<file path="src/rtl/hopfield_learner.sv">
`default_nettype none
// ============================================================================
//  Module   : hopfield_learner
//  Purpose  : Sequential Hebbian trainer for an N-neuron Hopfield network.
//             Accepts N-bit patterns over valid/ready and walks all N*N
//             link weights, one per clock, applying a saturating +1/-1.
//             A registered read port lets the recall engine fetch
//             weight[k*N+m].
//  Options  : define ZERO_DIAG_EN to force diagonal weights (k==m) to 0.
//  Revision : 1.0 - initial release
// ============================================================================
module hopfield_learner #(
    parameter int N       = 25,
    parameter int WW      = 4,
    parameter int MAX_PAT = 7
) (
    input  logic          clk,
    input  logic          rst,
    input  logic          clear,
    input  logic          pat_valid,
    input  logic [N-1:0]  pat_data,
    output logic          pat_ready,
    output logic          busy,
    output logic          learn_done,
    output logic [3:0]    pat_count,
    input  logic [9:0]    rd_addr,
    output logic [WW-1:0] rd_data
);

    localparam int                c_DEPTH = N * N;
    localparam int                c_KW    = (N > 1) ? $clog2(N) : 1;
    localparam logic [9:0]        c_LAST  = 10'(c_DEPTH - 1);
    localparam logic [c_KW-1:0]   c_MLAST = c_KW'(N - 1);
    localparam logic [3:0]        c_PMAX  = 4'(MAX_PAT);
    localparam logic signed [WW:0] c_WMAX = (WW+1)'((1 << (WW - 1)) - 1);
    localparam logic signed [WW:0] c_WMIN = (WW+1)'(-(1 << (WW - 1)));

    typedef enum logic [1:0] {
        S_CLEAR = 2'd0,
        S_IDLE  = 2'd1,
        S_LEARN = 2'd2
    } state_t;

    state_t            state_q, state_d;
    logic [9:0]        addr_q, addr_d;
    logic [c_KW-1:0]   k_q, k_d;
    logic [c_KW-1:0]   m_q, m_d;
    logic [N-1:0]      pat_q, pat_d;
    logic [3:0]        pat_count_q, pat_count_d;
    logic              learn_done_q, learn_done_d;
    logic [WW-1:0]     rd_data_q;

    // Weight store; contents are undefined until the CLEAR sweep has run.
    logic [WW-1:0]     mem_q [c_DEPTH];

    logic              w_we;
    logic [WW-1:0]     w_wdata;
    logic              w_ready;
    logic [WW-1:0]     w_old;
    logic signed [WW:0] w_delta;
    logic signed [WW:0] w_sum;
    logic [WW-1:0]     w_sat;

    // Hebbian increment for the current weight, clamped to the signed range.
    always_comb begin
        w_old   = mem_q[addr_q];
        w_delta = (pat_q[k_q] == pat_q[m_q]) ? (WW+1)'(1) : (WW+1)'(-1);
        w_sum   = $signed({w_old[WW-1], w_old}) + w_delta;
        if (w_sum > c_WMAX) begin
            w_sat = c_WMAX[WW-1:0];
        end else if (w_sum < c_WMIN) begin
            w_sat = c_WMIN[WW-1:0];
        end else begin
            w_sat = w_sum[WW-1:0];
        end
`ifdef ZERO_DIAG_EN
        if (k_q == m_q) begin
            w_sat = '0;
        end
`endif
    end

    // Next-state logic: clear sweep, idle handshake, learn sweep.
    always_comb begin
        state_d      = state_q;
        addr_d       = addr_q;
        k_d          = k_q;
        m_d          = m_q;
        pat_d        = pat_q;
        pat_count_d  = pat_count_q;
        learn_done_d = 1'b0;
        w_we         = 1'b0;
        w_wdata      = '0;
        w_ready      = 1'b0;
        case (state_q)
            S_CLEAR: begin
                w_we    = 1'b1;
                w_wdata = '0;
                if (addr_q == c_LAST) begin
                    state_d = S_IDLE;
                    addr_d  = '0;
                end else begin
                    addr_d = addr_q + 10'd1;
                end
            end
            S_IDLE: begin
                // clear has priority over a pattern offered in the same cycle
                w_ready = !clear && (pat_count_q < c_PMAX);
                if (clear) begin
                    state_d     = S_CLEAR;
                    addr_d      = '0;
                    pat_count_d = '0;
                end else if (pat_valid && w_ready) begin
                    state_d = S_LEARN;
                    pat_d   = pat_data;
                    addr_d  = '0;
                    k_d     = '0;
                    m_d     = '0;
                end
            end
            S_LEARN: begin
                w_we    = 1'b1;
                w_wdata = w_sat;
                if (addr_q == c_LAST) begin
                    state_d      = S_IDLE;
                    addr_d       = '0;
                    k_d          = '0;
                    m_d          = '0;
                    learn_done_d = 1'b1;
                    if (pat_count_q < c_PMAX) begin
                        pat_count_d = pat_count_q + 4'd1;
                    end
                end else begin
                    addr_d = addr_q + 10'd1;
                    if (m_q == c_MLAST) begin
                        m_d = '0;
                        k_d = k_q + c_KW'(1);
                    end else begin
                        m_d = m_q + c_KW'(1);
                    end
                end
            end
            default: begin
                state_d = S_CLEAR;
                addr_d  = '0;
            end
        endcase
    end

    // Control registers; reset always restarts the clear sweep.
    always_ff @(posedge clk or posedge rst) begin
        if (rst) begin
            state_q      <= S_CLEAR;
            addr_q       <= '0;
            k_q          <= '0;
            m_q          <= '0;
            pat_q        <= '0;
            pat_count_q  <= '0;
            learn_done_q <= 1'b0;
        end else begin
            state_q      <= state_d;
            addr_q       <= addr_d;
            k_q          <= k_d;
            m_q          <= m_d;
            pat_q        <= pat_d;
            pat_count_q  <= pat_count_d;
            learn_done_q <= learn_done_d;
        end
    end

    // Weight RAM write port (no reset, cleared by the CLEAR sweep).
    always_ff @(posedge clk) begin
        if (w_we) begin
            mem_q[addr_q] <= w_wdata;
        end
    end

    // Registered read port; out-of-range addresses read as zero.
    always_ff @(posedge clk or posedge rst) begin
        if (rst) begin
            rd_data_q <= '0;
        end else if (rd_addr <= c_LAST) begin
            rd_data_q <= mem_q[rd_addr];
        end else begin
            rd_data_q <= '0;
        end
    end

    assign pat_ready  = w_ready;
    assign busy       = (state_q != S_IDLE);
    assign learn_done = learn_done_q;
    assign pat_count  = pat_count_q;
    assign rd_data    = rd_data_q;

endmodule
`default_nettype wire

</file>
<file path="config.mk">
export PLATFORM = sky130hd
export DESIGN_NAME = hopfield_learner
export DESIGN_NICKNAME = d
export VERILOG_FILES = /design/src/rtl/hopfield_learner.sv
export SDC_FILE = /design/constraint.sdc
export NUM_CORES = 2
export LEC_CHECK = 0
export ABC_AREA = 0
export ABC_CLOCK_PERIOD_IN_PS = 22900
export CAP_MARGIN = 25
export CELL_PAD_IN_SITES_DETAIL_PLACEMENT = 0
export CELL_PAD_IN_SITES_GLOBAL_PLACEMENT = 2
export CORE_ASPECT_RATIO = 1.4
export CORE_MARGIN = 2
export CORE_UTILIZATION = 46
export CTS_CLUSTER_SIZE = 12
export DETAILED_ROUTE_END_ITERATION = 7
export PLACE_DENSITY_LB_ADDON = 0.15
export SYNTH_ARGS = -nofsm -noshare
export SYNTH_HDL_FRONTEND = slang
export SYNTH_SLANG_ARGS = --single-unit
</file>
<file path="constraint.sdc">
create_clock -name clk -period 22.9 [get_ports clk]
set_clock_uncertainty 0.05 [all_clocks]
set_input_delay 4.58 -clock clk [delete_from_list [all_inputs] [get_ports clk]]
set_output_delay 4.58 -clock clk [all_outputs]
set_load 0.01 [all_outputs]
</file>
==> metrics.yaml <==
grt:
  grt_pass1_wl_microns: 568800
  grt_overflow: 0
  grt_max_degree: 257
  grt_pass1_vias: 70031
  antenna_found_initial: 31
  grt.total_usage: 0.3108
critical_path:
  critical_path.max_stage_delay_ns: 0.85
  critPathTopFamily: "buffers and inverters"
  crit_type: "input pin to flip-flop"
  crit_path_top_delay_cell: "buf_4"
  required_ns: 23.57
  setup.worst_path.start_class: "input pin"
  crit_chain: "buf_8 > buf_4 > buf_4 > buf_4 > buf_4 > mux4_2 > mux4_2 > nor2b_1 > a211oi_1 > a21oi_1 > mux4_2 > a22oi_1 > o21ai_1"
  path_max_fanout: 83
  cp_num_buf_inv: 5
  critical_path_arrival_ns: 11.38
  crit_path_end_kind: "flip-flop"
  cp_common_cell: "buf_4"
synth:
  synth_cell_types: 60
  syn_nets: 6277
  syn_area_per_cell_sq_um: 19.27
  ys_seq_area_frac: 0.6375
  ys_seq_elements: 2556
  syn_inst: 6226
  syn_area_sq_um: 120000
  synth_warnings: 0
  synth_area_leaders: "edfxtp_1 (63%), mux4_2 (25%), nor2_1 (2.1%)"
  post-synth-top-count-cell: "edfxtp_1"
  synth-main-ff-cell: "edfxtp_1"
  synth_top_area_cell: "edfxtp_1"
  synth_edf_count: 2500
  async_reset_ff_frac: 0.02191
  synthTopCellsByCount: "edfxtp_1 (2500), mux4_2 (1348), nor2_1 (667), clkbuf_1 (280), mux2i_1 (243)"
  synth_top_area_frac: 0.6258
floorplanning:
  initial_core_util: 0.4630
  die_w_microns: 435.6
  die_h_microns: 608.2
  core_region_area_sq_um: 259100
  pin_count: 50
  rows: 221
  die_area_sq_um: 264900
clock_network:
  htree_levels: 5
  cts_buffers: 274
  clock_latency_ns: 0.88
  tritoncts: "done"
  cts_setup_buffers: 0
  cts_sinks: 2556
  clkTransAtPathRegs_ns: 0.06
  holdBufCountCts: 0
  cts_resized: 0
  clk_root_buffer_cell: "clkbuf_16"
  clock_path_buffers: 4
routing:
  ant_nets: 0
  vias: 67885
  routed_via_density: 6.919
  drt-pass1-iter-count: 6
  drc: 0
  wl_per_cell_microns: 42.23
  routed_wl_microns: 414300
  drtIter0Drc: 8931
layout:
  drive_gt1_frac: 0.3078
  multi_input_area_sq_um: 41350
  final-seq-area_sq_um: 76490
  area_growth_pct: 10.45
  fillCellCount: 20711
  nets: 6239
  layoutNonFillerInstCount: 9811
place:
  io_buffers: 49
  post-place-cells: 9363
  dp.final_hpwl_microns: 255000
  place.gp.congestion: 0.8750
pwr:
  ir_drop_v: 0.0004814
  power_density_nw_per_um2: 141.1
  p_leak_nw: 40.42
hold_path:
  hold_path.class: "flip-flop to flip-flop"
sta:
  fmax_mhz: 93.40
  rsz0062_at_grt: "false"
  setup_viol: 0
  period_needed_ns: 10.71
  tns_ns: 0
  slew_headroom: 0.1152
  hold_viol_final: 0
  slew_violations: 0
  worst_pin_slew_ns: 1.327
  fin_crit_sh: 0.4675
outcome:
  status: "completed"
job:
  max-cap-violations: 0
## where the power goes
| part | internal (W) | switching [W] | total [W] |
|---|---|---|---|
| combinational | 0.00154 | 0.00500 | 0.00653 |
| clock | 0.00237 | 0.00182 | 0.00419 |
| sequential | 0.00788 | 0.0000912 | 0.00798 |
## routing by layer
metal / vias up / global-route usage / routed length, microns
met5: - / 0 / 210
met4: 28 / 0.1628 / 25290
met3: 908 / 0.06178 / 34650
met2: 3534 / 0.5203 / 208100
li1: 26505 / - / -
met1: 36910 / 0.3829 / 146100
## final timing paths
kind	from	to	slack, ns	cells past startpoint
hold reg to reg	pat_q[10]$_DFFE_PP0P_	pat_q[10]$_DFFE_PP0P_	0.47	1
min in group asynchronous	rst	learn_done$_DFF_PP0_	4.26	3
max in group asynchronous	rst	addr_q[1]$_DFFE_PP0P_	17.81	3
setup reg to reg	addr_q[0]$_DFFE_PP0P_	mem_q[197][3]$_DFFE_PP_	12.76	18
hold / removal	pat_q[10]$_DFFE_PP0P_	pat_q[10]$_DFFE_PP0P_	0.47	1
setup / recovery	rd_addr[1]	rd_data[3]$_DFF_PP0_	12.19	13
## metrics by stage
stage	utilization	total power [W]	instance area (sq um)	hold WS, ns	setup slack, ns
floorplan	-	0.01138	120000	0.4411	1.294
global placement	0.4794	0.01430	124200	0.4536	11.26
detailed placement	0.4799	0.01454	124400	0.4598	11.43
CTS	0.5108	0.01866	132300	0.4806	12.35
global route	0.5113	0.01919	132500	0.4940	12.17
finish	0.5114	0.01870	132500	0.4727	12.19
## logic make-up (layout without fill, tap and decap cells)
family,after synthesis,in the layout,share of synthesized area
compound gates,506,506,0.02976
xor+xnor,8,8,0.0005841
fa+ha+maj,12,12,0.001314
buf+inv,562,682,0.02010
flops,2556,2556,0.6375
mux,1620,1620,0.2761
other cells,0,9,0
simple gates,962,962,0.03469
## state kept, by name, summed over array words and instances (netlist names)
name and count:
learn_done 1, rd_data 4, mem_q 2500, state_q 2, pat_q 25, m_q 5, pat_count 4, k_q 5
addr_q 10
## cells in the final DEF (no fill, tap or decap), types with 45 or more instances in the layout
cell type	count
nand2_1	61
mux4_2	1348
nor2_1	665
edfxtp_1	2500
buf_4	160
o22ai_1	93
o21ai_0	45
a22oi_1	197
clkbuf_16	281
mux2i_1	243
nand4_1	76
dfrtp_1	49
clkbuf_1	84
## cell type report
class / instances / area share
clock buffer: 370 / 0.05597
antenna: 9 / 0.0001700
sequential: 2556 / 0.5773
clock inverter: 64 / 0.004335
timing repair buffer: 234 / 0.01707
tap: 3456 / 0.03264
inverter: 14 / 0.0003966
multi-input combinational: 3108 / 0.3121
No activity file was read; power rests on OpenSTA's default activity.
